===== src/rtl/sobel_3x3.sv =====
// rtl/sobel_3x3.sv - 3x3 Sobel gradient magnitude with two-stage pipeline.
// Optional edge flag output enabled by defining SOBEL_THRESHOLD_EN.
module sobel_3x3 #(
    parameter int LINE_WIDTH = 76,
    parameter int PIX_W      = 8
) (
    input  logic             clk,
    input  logic             rst,
    input  logic             in_valid,
    input  logic             sof,
    input  logic [PIX_W-1:0] in_top,
    input  logic [PIX_W-1:0] in_mid,
    input  logic [PIX_W-1:0] in_bot,
    input  logic [PIX_W-1:0] threshold,
    output logic             out_valid,
    output logic [PIX_W-1:0] out_mag,
    output logic             out_edge
);
    localparam int COL_W = $clog2(LINE_WIDTH);
    localparam int GW    = PIX_W + 3;
    localparam logic [COL_W-1:0] COL_LAST = COL_W'(LINE_WIDTH - 1);
    localparam logic [GW-1:0]    PIX_MAX  = GW'((1 << PIX_W) - 1);

    function automatic logic signed [GW-1:0] ext(input logic [PIX_W-1:0] p);
        return signed'({3'b000, p});
    endfunction

    function automatic logic [PIX_W-1:0] sat(input logic [GW-1:0] m);
        return (m > PIX_MAX) ? {PIX_W{1'b1}} : m[PIX_W-1:0];
    endfunction

    // win[row][col]: row 0=top,1=mid,2=bot; col 0=left,1=centre,2=right
    logic [PIX_W-1:0] win_q [3][3];
    logic [PIX_W-1:0] win_d [3][3];
    logic [COL_W-1:0] col_q, col_d, cur_col;
    logic [1:0]       row_q, row_d, cur_row;
    logic             qual_q, qual_d;
    logic             v1_q, v1_d;
    logic signed [GW-1:0] gx_q, gx_d, gy_q, gy_d;
    logic [GW-1:0]    abs_x, abs_y;
    logic [GW-1:0]    mag_q, mag_d;
    logic             out_valid_q, out_valid_d;

    always_comb begin
        win_d   = win_q;
        col_d   = col_q;
        row_d   = row_q;
        qual_d  = 1'b0;
        cur_col = sof ? '0 : col_q;
        cur_row = sof ? 2'd0 : row_q;
        if (in_valid) begin
            for (int r = 0; r < 3; r++) begin
                win_d[r][0] = win_q[r][1];
                win_d[r][1] = win_q[r][2];
            end
            win_d[0][2] = in_top;
            win_d[1][2] = in_mid;
            win_d[2][2] = in_bot;
            if (cur_col == COL_LAST) begin
                col_d = '0;
                row_d = (cur_row == 2'd2) ? 2'd2 : cur_row + 2'd1;
            end else begin
                col_d = cur_col + 1'b1;
                row_d = cur_row;
            end
            qual_d = (cur_col >= COL_W'(2)) && (cur_row == 2'd2);
        end
    end

    // Stage 1 reads the window registered on the qualifying edge.
    always_comb begin
        v1_d = qual_q;
        gx_d = gx_q;
        gy_d = gy_q;
        if (qual_q) begin
            gx_d = (ext(win_q[0][2]) + (ext(win_q[1][2]) <<< 1) + ext(win_q[2][2]))
                 - (ext(win_q[0][0]) + (ext(win_q[1][0]) <<< 1) + ext(win_q[2][0]));
            gy_d = (ext(win_q[2][0]) + (ext(win_q[2][1]) <<< 1) + ext(win_q[2][2]))
                 - (ext(win_q[0][0]) + (ext(win_q[0][1]) <<< 1) + ext(win_q[0][2]));
        end
    end

    always_comb begin
        abs_x       = gx_q[GW-1] ? unsigned'(-gx_q) : unsigned'(gx_q);
        abs_y       = gy_q[GW-1] ? unsigned'(-gy_q) : unsigned'(gy_q);
        mag_d       = v1_q ? (abs_x + abs_y) : mag_q;
        out_valid_d = v1_q;
    end

    always_ff @(posedge clk or posedge rst) begin
        if (rst) begin
            for (int r = 0; r < 3; r++) begin
                for (int c = 0; c < 3; c++) begin
                    win_q[r][c] <= '0;
                end
            end
            col_q       <= '0;
            row_q       <= 2'd0;
            qual_q      <= 1'b0;
            v1_q        <= 1'b0;
            gx_q        <= '0;
            gy_q        <= '0;
            mag_q       <= '0;
            out_valid_q <= 1'b0;
        end else begin
            win_q       <= win_d;
            col_q       <= col_d;
            row_q       <= row_d;
            qual_q      <= qual_d;
            v1_q        <= v1_d;
            gx_q        <= gx_d;
            gy_q        <= gy_d;
            mag_q       <= mag_d;
            out_valid_q <= out_valid_d;
        end
    end

    assign out_valid = out_valid_q;
    assign out_mag   = sat(mag_q);

`ifdef SOBEL_THRESHOLD_EN
    logic edge_q, edge_d;

    always_comb begin
        edge_d = v1_q ? (sat(mag_d) >= threshold) : edge_q;
    end

    always_ff @(posedge clk or posedge rst) begin
        if (rst) begin
            edge_q <= 1'b0;
        end else begin
            edge_q <= edge_d;
        end
    end

    assign out_edge = edge_q;
`else
    logic unused_threshold;
    assign unused_threshold = |threshold;
    assign out_edge         = 1'b0;
`endif

endmodule


===== config.mk =====
export PLATFORM = sky130hd
export DESIGN_NAME = sobel_3x3
export DESIGN_NICKNAME = d
export VERILOG_FILES = /design/src/rtl/sobel_3x3.sv
export SDC_FILE = /design/constraint.sdc
export NUM_CORES = 1
export LEC_CHECK = 0
export ABC_AREA = 1
export CAP_MARGIN = 20
export CORE_AREA = 10 10 137 139
export CTS_CLUSTER_DIAMETER = 200
export DETAILED_ROUTE_END_ITERATION = 8
export DIE_AREA = 0 0 147 149
export PLACE_DENSITY_LB_ADDON = 0.2
export SLEW_MARGIN = 20
export SYNTH_ARGS = -nofsm -noshare
export SYNTH_HDL_FRONTEND = slang
export SYNTH_SLANG_ARGS = --single-unit

===== constraint.sdc =====
create_clock -name clk -period 5.4 [get_ports clk]
set_input_delay 1.08 -clock clk [delete_from_list [all_inputs] [get_ports clk]]
set_output_delay 1.08 -clock clk [all_outputs]
set_load 0.01 [all_outputs]

==> results of run 1 <==
synthesized netlist by cell type (all sizes together):
cell and n:
buf 13, xnor2 3, o22ai 10, o31ai 1, nand2 239, o21a 2, inv 204, conb 1
o21ai 105, nor3 6, nand4 3, nand3 36, a21boi 2, o21bai 1, nand3b 2, dfrtp 117
a21oi 16, clkinv 1, xor2 16, nor2 56, fa 63, a31oi 3, a21o 2, clkbuf 12
a211oi 2, ha 40
routing by layer:
metal  GRT usage  wire length [um]
met1       0.191              7280
met2       0.240              7010
met3      0.0309               517
met4      0.0610               274
met5           0                 0
critical path, stage by stage (launching register included):
cell     delay, ns
dfrtp_1       0.38
inv_1         0.10
fa_1          0.55
inv_1         0.06
fa_1          0.47
inv_1         0.05
fa_1          0.52
inv_1         0.07
fa_1          0.43
nand2_1       0.09
nand3_1       0.07
o21ai_1       0.16
inv_1         0.10
nand2_1       0.09
nand3_1       0.07
nand3_1       0.08
o21ai_0       0.08
power breakdown:
group	internal, mW	leakage (nW)	total, mW	switching, mW
logic	1.16	2.81	2.94	1.79
clock network	0.842	0.316	1.25	0.407
registers	1.03	1.50	1.14	0.111
total	3.03	4.62	5.34	2.30
cell families (layout without fill, tap and decap cells):
group                      Yosys count  in the layout  synth area share
and+or+nand+nor                    342            342             0.175
buffers and inverters              230            277             0.112
AOI/OAI and AO/OA                  144            144            0.0965
DFF                                117            117             0.371
adders and majority gates          103            103             0.223
xor gates and xnor gates            19             19            0.0211
other                                1              1          0.000475
layout by cell type (no fill, tap or decap), drive strengths merged, types with 5 or more instances in the layout:
cell / n
inv: 204
ha: 40
clkbuf: 20
dfrtp: 117
buf: 5
clkdlybuf4s50: 35
fa: 63
bufinv: 5
nor3: 6
a21oi: 16
o21ai: 105
xor2: 16
o22ai: 10
clkinv: 6
nand2: 239
nand3: 36
nor2: 56
metrics by stage:
stage / power, mW / hold WS [ns] / worst slack, ns
finish: 5.34 / 0.470 / 1.90
global route: 5.96 / 0.497 / 1.66
CTS: 5.40 / 0.473 / 1.87
detailed placement: 4.11 / 0.459 / 1.88
global placement: 4.07 / 0.454 / 1.91
floorplan: 3.43 / 0.349 / 1.22
final timing paths:
check                                         to  slack [ns]  depth (start not counted)
min                        win_q[32]$_DFFE_PP0P_        0.47                          2
min in group asynchronous    gx_q[8]$_DFFE_PP0P_        1.09                          2
max in group asynchronous  win_q[68]$_DFFE_PP0P_        3.37                          3
max reg2reg                  gx_q[9]$_DFFE_PP0P_        1.90                         16
min reg2reg                win_q[32]$_DFFE_PP0P_        0.47                          2
max                          gx_q[9]$_DFFE_PP0P_        1.90                         16
area by class of cell:
type / count / area (um2)
Inverter: 205 / 772
Fill cell: 1495 / 7070
Multi-Input combinational cell: 609 / 4080
Tap cell: 220 / 275
Timing Repair Buffer: 40 / 388
Sequential cell: 117 / 2930
Clock inverter: 12 / 201
Clock buffer: 20 / 457
sequential cells by signal (all words and copies together) (netlist names):
signal	flops
gx_q	11
out_valid_d	1
col_q	7
win_q	72
out_valid	1
row_q	2
gy_q	11
mag_q	11
qual_q	1
==> impl_metrics.env, run 1 <==
export IMPL_viasPerCell=4.74
export IMPL_cp_arrival_ns=3.79
export IMPL_worstPathRequired_ns=5.68
export IMPL_worst_pin_slew_ns=0.783
export IMPL_holdBufCountCts=0
export IMPL_crit_path_start="win_q[2]$_DFFE_PP0P_"
export IMPL_r2r_start="win_q[2]$_DFFE_PP0P_"
export IMPL_hold_path_class="flop to flop"
export IMPL_end_kind="flop"
export IMPL_maxCapViolCount=0
export IMPL_grt_overflow_total=0
export IMPL_clock_sinks=117
export IMPL_design_area_um2=9100
export IMPL_gp_congestion=0.824
export IMPL_antenna_found_initial=0
export IMPL_routedWlPerCell_um=12.3
export IMPL_synth_area_leader_cell="dfrtp_1"
export IMPL_place_hpwl_mm=11.5
export IMPL_dp_cells=1191
export IMPL_grt_pass1_wl_mm=27.0
export IMPL_antenna_diode_count=0
export IMPL_fin_nets=1129
export IMPL_clk_pin_slew_ns=0.05
export IMPL_fp_dieArea_um2=21900
export IMPL_grt_pass1_vias=5917
export IMPL_timing_fmax_mhz=285
export IMPL_cts_resized=0
export IMPL_postSynthCellCount=956
export IMPL_cts_setup_buffers=0
export IMPL_ant_nets=0
export IMPL_power_density_nw_per_um2=586
export IMPL_initial_core_util=0.488
export IMPL_yosys_top_cells_area="dfrtp_1, fa_1, nand2_1, inv_1, ha_1"
export IMPL_finalCritPeriodShare=0.649
export IMPL_areaGrowthSynthToFinish_pct=15.3
export IMPL_rsz0062_at_grt="false"
export IMPL_core_area_um2=16200
export IMPL_grt_max_degree=79
export IMPL_synth_seq_cells=117
export IMPL_cp_start_kind="flop"
export IMPL_drc=0
export IMPL_insertion_delay_ns=0.42
export IMPL_crit_fanout=3
export IMPL_cts_made_buffers=17
export IMPL_ys_warn_count=0
export IMPL_rows=47
export IMPL_place_area_um2=8440
export IMPL_tns_ns=0
export IMPL_drt_iter0_drc=295
export IMPL_status="finished clean"
export IMPL_syn_nets=1095
export IMPL_postRouteWirelength_mm=15.1
export IMPL_drive_gt1_frac=0.0489
export IMPL_vdd_drop_max_v=0.000336
export IMPL_fin_cells=1223
export IMPL_synthDistinctLibCells=33
export IMPL_synthesis_area_um2=7890
export IMPL_skew_ns=0.00857
export IMPL_finalCriticalPeriod_ns=3.50
export IMPL_drv_slew=0
export IMPL_drt_pass1_iterations=5
export IMPL_clockRootBuffer="clkbuf_16"
export IMPL_avgSynthCellArea_um2=8.26
export IMPL_vias=5792
export IMPL_yosysTopAreaCellShare=0.371
export IMPL_hold_viol_final=0
export IMPL_portBuffers=36
export IMPL_track_usage=0.148
export IMPL_slew_headroom=0.474
export IMPL_setup_viol=0
export IMPL_min_delay_start="win_q[32]$_DFFE_PP0P_"
export IMPL_seq_area_frac_synth=0.371
export IMPL_cts_tree="built"
export IMPL_final_core_utilization=0.563
export IMPL_cellLeakagePower_nw=4.62
export IMPL_htree_levels=4
export IMPL_die_y_um=149
export IMPL_critPathKind="flop to flop"
export IMPL_io_pins=46
export IMPL_cts_path_max_buffers=2
export IMPL_die_w_um=147
Note: power is estimated with default switching activity, not from simulation.
==> run 2, diff against run 1 <==
==> constraint.sdc (replaced) <==
create_clock -name clk -period 3.6 [get_ports clk]
set_input_delay 0.72 -clock clk [delete_from_list [all_inputs] [get_ports clk]]
set_output_delay 0.72 -clock clk [all_outputs]
set_load 0.01 [all_outputs]
==> run 2 against run 1 <==
- setup slack worse by 1.7 ns
- register-to-register slack worse by 1.7 ns
- total power grew 46%
- clock skew fell by 0.0021 ns
- via count down 0.57%
- utilization fell by 0.18 points
- final cell count grew 0.16%
- final area decreased by 0.32%
- critical path depth unchanged
- largest power group unchanged
- highest routed layer unchanged
==> impl_metrics.env, run 2 (synthesized netlist as in run 1, its figures left out) <==
export IMPL_final_cell_mix="nand2_1, inv_1, dfrtp_1"
export IMPL_drc=0
export IMPL_ant_nets=0
export IMPL_crit_path_start="win_q[2]$_DFFE_PP0P_"
export IMPL_grt_util_met1=0.200
export IMPL_power_density_nw_per_um2=859
export IMPL_htree_levels=4
export IMPL_place_hpwl_mm=11.5
export IMPL_multiInputGateArea_um2=4090
export IMPL_antenna_diode_count=0
export IMPL_grt_use_met3=0.0306
export IMPL_grt_overflow_total=0
export IMPL_tns_ns=0
export IMPL_regMostFlops="win_q"
export IMPL_cts_made_buffers=17
export IMPL_initial_core_util=0.488
export IMPL_worstPathRequired_ns=3.88
export IMPL_track_usage=0.151
export IMPL_core_area_um2=16200
export IMPL_finalCriticalPeriod_ns=3.42
export IMPL_setup_viol=0
export IMPL_grt_use_met2=0.240
export IMPL_final_common_cell="nand2_1"
export IMPL_postRouteWirelength_mm=15.0
export IMPL_p_sw_frac=0.441
export IMPL_vias=5759
export IMPL_clockRootBuffer="clkbuf_16"
export IMPL_drv_slew=0
export IMPL_clk_pin_slew_ns=0.06
export IMPL_largest_reg_flops=72
export IMPL_cp_start_kind="flop"
export IMPL_slew_headroom=0.480
export IMPL_worstReg2RegEnd="gx_q[9]$_DFFE_PP0P_"
export IMPL_rows=47
export IMPL_status="finished clean"
export IMPL_io_pins=46
export IMPL_gp_congestion=0.847
export IMPL_grt_max_degree=79
export IMPL_timing_fmax_mhz=292
export IMPL_end_kind="flop"
export IMPL_vdd_drop_max_v=0.000519
export IMPL_viasPerCell=4.70
export IMPL_worst_pin_slew_ns=0.773
export IMPL_fin_nets=1133
export IMPL_clockPowerShare=0.208
export IMPL_switchingPower_mw=3.44
export IMPL_internal_power_mw=4.35
export IMPL_die_w_um=147
export IMPL_fill_cells=1497
export IMPL_finalCritPeriodShare=0.950
export IMPL_grt_pass1_vias=5879
export IMPL_cp_arrival_ns=3.70
export IMPL_r2r_setup_slack_ns=0.18
export IMPL_fp_dieArea_um2=21900
export IMPL_cts_tree="built"
export IMPL_drive_gt1_frac=0.0547
export IMPL_clock_sinks=117
export IMPL_place_area_um2=8490
export IMPL_cellLeakagePower_nw=4.59
export IMPL_antenna_found_initial=0
export IMPL_seqCellArea_um2=2930
export IMPL_drt_iter0_drc=241
export IMPL_hold_path_class="flop to flop"
export IMPL_seqPwrFrac=0.220
export IMPL_insertion_delay_ns=0.41
export IMPL_critPathKind="flop to flop"
export IMPL_maxCapViolCount=0
export IMPL_fin_cells=1225
export IMPL_whs_ns=0.467
export IMPL_areaGrowthSynthToFinish_pct=14.9
export IMPL_r2r_start="win_q[2]$_DFFE_PP0P_"
export IMPL_design_area_um2=9070
export IMPL_die_y_um=149
export IMPL_routedWlPerCell_um=12.3
export IMPL_crit_path_end="gx_q[9]$_DFFE_PP0P_"
export IMPL_dp_cells=1194
export IMPL_skew_ns=0.00647
export IMPL_r2r_cells=16
export IMPL_crit_fanout=3
export IMPL_comb_power_share=0.572
export IMPL_rsz0062_at_grt="true"
export IMPL_top_usage_layer="met2"
export IMPL_drt_pass1_iterations=4
export IMPL_hold_viol_final=0
export IMPL_cts_path_max_buffers=2
export IMPL_power_mw=7.79
export IMPL_portBuffers=36
export IMPL_grt_pass1_wl_mm=27.3
-- run 2: cell types whose count changed in the layout (fill, tap and decap cells not counted), sizes merged --
cell      previous run  this run
buf                  5         9
bufinv               5         2
clkbuf              20        21
clkinv               6         4
clkinvlp             2         5
inv                204       203
-- run 2: stage by stage --
step | setup WS (ns) | utilization
floorplan | 0.389 | -
global placement | 0.147 | 0.525
detailed placement | 0.109 | 0.525
CTS | 0.0506 | 0.560
global route | -0.0429 | 0.561
finish | 0.180 | 0.561
-- run 2: power groups by stage --
stage	Clock [mW]	Sequential [mW]	Combinational, mW
after floorplan	0	1.68	3.47
after global placement	0	1.73	4.38
after detailed placement	0	1.74	4.41
after CTS	1.65	1.72	4.46
after global routing	1.71	1.75	5.27
final	1.62	1.72	4.45
-- run 2: worst max-delay path, cell delays in order, from the launching register on --
cell	delay (ns)
dfrtp_1	0.35
inv_1	0.09
fa_1	0.53
inv_1	0.05
fa_1	0.48
inv_1	0.06
fa_1	0.52
inv_1	0.06
fa_1	0.43
nand2_1	0.09
nand3_1	0.09
o21ai_2	0.10
inv_1	0.08
nand2_1	0.08
nand3_1	0.07
nand3_1	0.10
o21ai_0	0.09
-- run 2: how the worst min path moves through the flow --
| stage | start | to | slack [ns] | cells past startpoint |
|---|---|---|---|---|
| 5_1_grt | win_q[32]$_DFFE_PP0P_ | win_q[40]$_DFFE_PP0P_ | 0.49 | 2 |
| 3_5_place_dp | win_q[38]$_DFFE_PP0P_ | win_q[38]$_DFFE_PP0P_ | 0.46 | 2 |
| 2_1_floorplan | qual_q$_DFF_PP0_ | out_valid_d$_DFF_PP0_ | 0.35 | 0 |
| 3_3_place_gp | win_q[35]$_DFFE_PP0P_ | win_q[35]$_DFFE_PP0P_ | 0.46 | 2 |
| 6_report | win_q[32]$_DFFE_PP0P_ | win_q[40]$_DFFE_PP0P_ | 0.47 | 2 |
| 4_1_cts | win_q[32]$_DFFE_PP0P_ | win_q[40]$_DFFE_PP0P_ | 0.47 | 2 |
-- run 2: final cells by class --
cell class	instances	share of cell area
Sequential cell	117	0.323
Clock inverter	9	0.0116
Inverter	205	0.0853
Tap cell	220	0.0303
Timing Repair Buffer	44	0.0488
Clock buffer	21	0.0508
Multi-Input combinational cell	609	0.450
-- run 2: routing by layer --
metal | routed length [um] | share of wire
met4 | 246 | 0.016
met3 | 408 | 0.027
met2 | 7050 | 0.47
met1 | 7330 | 0.49
met5 | 0 | 0
-- run 2: what timing repair did --
item	4_1_cts	5_1_grt
resized for setup	0	6
hold buffers	0	0
endpoints found under the setup margin	0	5
buffers inserted	0	1
==> run 3, diff against run 2 <==
==> constraint.sdc (replaced) <==
create_clock -name clk -period 3.6 [get_ports clk]
set_input_delay 0.54 -clock clk [delete_from_list [all_inputs] [get_ports clk]]
set_output_delay 0.54 -clock clk [all_outputs]
set_load 0.01 [all_outputs]
==> run 3 against run 2 <==
- total power rose by 2.5%
- sequential share of layout area fell by 0.12 points
- non-clock buffer count fell by 3
- count of clock-buffer cells in the layout fell by 1
- critical path type unchanged
- critical endpoint is now gy_q[9]$_DFFE_PP0P_
- largest cell class unchanged
==> impl_metrics.env, run 3 (synthesized netlist as in run 1, its figures left out) <==
export IMPL_routedWlPerCell_um=12.3
export IMPL_antenna_found_initial=0
export IMPL_fin_nets=1130
export IMPL_largest_reg_flops=72
export IMPL_drc=0
export IMPL_fp_dieArea_um2=21900
export IMPL_critPathSlowestCell="fa_1"
export IMPL_status="finished clean"
export IMPL_cpPeakStageDelay_ns=0.54
export IMPL_switchingPower_mw=3.48
export IMPL_whs_ns=0.468
export IMPL_die_y_um=149
export IMPL_clockPowerShare=0.227
export IMPL_ant_nets=0
export IMPL_crit_fanout=3
export IMPL_internal_power_mw=4.50
export IMPL_vias=5665
export IMPL_drive_gt1_frac=0.0528
export IMPL_cts_path_max_buffers=2
export IMPL_io_pins=46
export IMPL_areaGrowthSynthToFinish_pct=15.3
export IMPL_timing_fmax_mhz=294
export IMPL_critPathKind="flop to flop"
export IMPL_finalCritPeriodShare=0.946
export IMPL_holdBufCountCts=0
export IMPL_rsz0062_at_grt="false"
export IMPL_final_cell_mix="nand2_1, inv_1, dfrtp_1"
export IMPL_grt_pass1_vias=5662
export IMPL_slew_headroom=0.457
export IMPL_grt_pass1_wl_mm=27.0
export IMPL_cp_num_buf_inv=4
export IMPL_cts_tree="built"
export IMPL_insertion_delay_ns=0.42
export IMPL_cellLeakagePower_nw=4.61
export IMPL_die_w_um=147
export IMPL_cp_arrival_ns=3.69
export IMPL_drt_pass1_iterations=4
export IMPL_maxCapViolCount=0
export IMPL_portBuffers=36
export IMPL_viasPerCell=4.63
export IMPL_critPathTopFamily="adder cells"
export IMPL_antenna_diode_count=0
export IMPL_vdd_drop_max_v=0.000482
export IMPL_hold_viol_final=0
export IMPL_core_area_um2=16200
export IMPL_worst_pin_slew_ns=0.809
export IMPL_place_hpwl_mm=11.2
export IMPL_regMostFlops="win_q"
export IMPL_skew_ns=0.00742
export IMPL_drt_iter0_drc=228
export IMPL_htree_levels=4
export IMPL_worstPathRequired_ns=3.89
export IMPL_end_kind="flop"
export IMPL_seqPwrFrac=0.214
export IMPL_power_density_nw_per_um2=877
export IMPL_gp_congestion=0.838
export IMPL_rows=47
export IMPL_p_sw_frac=0.436
export IMPL_setup_viol=0
export IMPL_clock_sinks=117
export IMPL_hold_path_class="flop to flop"
export IMPL_postRouteWirelength_mm=15.1
export IMPL_tns_ns=0
export IMPL_initial_core_util=0.488
export IMPL_clockRootBuffer="clkbuf_16"
export IMPL_comb_power_share=0.559
export IMPL_clk_pin_slew_ns=0.06
export IMPL_track_usage=0.150
export IMPL_cp_cell_sequence="inv_1 > fa_1 > fa_1 > inv_1 > fa_1 > inv_1 > fa_1 > nand2_1 > nand3_1 > o21ai_1 > inv_1 > nand2_1 > nand3_1 > nand3_1 > o21ai_0"
export IMPL_grt_overflow_total=0
export IMPL_grt_max_degree=118
export IMPL_cts_made_buffers=17
export IMPL_drv_slew=0
export IMPL_finalCriticalPeriod_ns=3.41
export IMPL_cp_start_kind="flop"
export IMPL_final_common_cell="nand2_1"
## run 3: cell types whose count changed in the layout (fill, tap and decap cells not counted), sizes merged
cell,before,now
clkbuf,21,20
buf,9,6
clkinv,4,5
bufinv,2,4
## run 3: what timing repair did
action                     in CTS  in global routing
buffers inserted                0                  1
gates resized for setup         0                  4
setup endpoints to repair       0                  3
## run 3: path summary, 6_finish.rpt
check / from / endpoint / slack, ns / cells past startpoint
max reg2reg: win_q[50]$_DFFE_PP0P_ / gy_q[9]$_DFFE_PP0P_ / 0.19 / 15
min reg2reg: win_q[36]$_DFFE_PP0P_ / win_q[36]$_DFFE_PP0P_ / 0.47 / 2
max in group asynchronous: rst / mag_q[10]$_DFFE_PP0P_ / 2.43 / 3
min: win_q[36]$_DFFE_PP0P_ / win_q[36]$_DFFE_PP0P_ / 0.47 / 2
min in group asynchronous: rst / gx_q[9]$_DFFE_PP0P_ / 0.62 / 3
max: win_q[50]$_DFFE_PP0P_ / gy_q[9]$_DFFE_PP0P_ / 0.19 / 15
## run 3: area by class of cell
cell class,count,area (um2)
clock buffers,20,457
repair buffers,41,408
inverters,205,773
clock inverters,12,178
multi-input cells,609,4080
fillers,1507,7070
well taps,220,275
flip-flops and latches,117,2930
## run 3: metrics by stage
stage	power (mW)	instance area (um2)	instances	setup WS, ns	utilization
3_5_place_dp	6.18	8450	1191	0.0976	0.523
3_3_place_gp	6.10	8450	1191	0.136	0.523
5_1_grt	8.94	9100	1224	0.00687	0.563
2_1_floorplan	5.15	7900	956	0.389	-
6_report	7.98	9100	1224	0.194	0.563
4_1_cts	8.05	9090	1223	0.0847	0.562
## run 3: metal layers
metal  vias up  track usage  share of wire
met5         -            0              0
met4         0       0.0550          0.013
met3        15       0.0364          0.034
met2        62        0.231           0.45
met1      2600        0.201           0.50
li1       2988            -              -
## run 3: power groups by stage
stage / sequential, mW / combinational, mW / clock, mW
2_1_floorplan: 1.68 / 3.47 / 0
3_3_place_gp: 1.73 / 4.37 / 0
3_5_place_dp: 1.73 / 4.44 / 0
4_1_cts: 1.71 / 4.49 / 1.85
5_1_grt: 1.75 / 5.28 / 1.92
6_report: 1.71 / 4.46 / 1.81
## run 3: worst reg2reg max path, delay by kind of cell, from the launching register on
| family | cells | cell delay (ns) |
|---|---|---|
| adder cells (fa/ha/maj) | 4 | 1.94 |
| AO/OA/AOI/OAI | 2 | 0.21 |
| AND/OR/NAND/NOR | 5 | 0.39 |
| buffers and inverters | 4 | 0.34 |
| flip-flops | 1 | 0.37 |
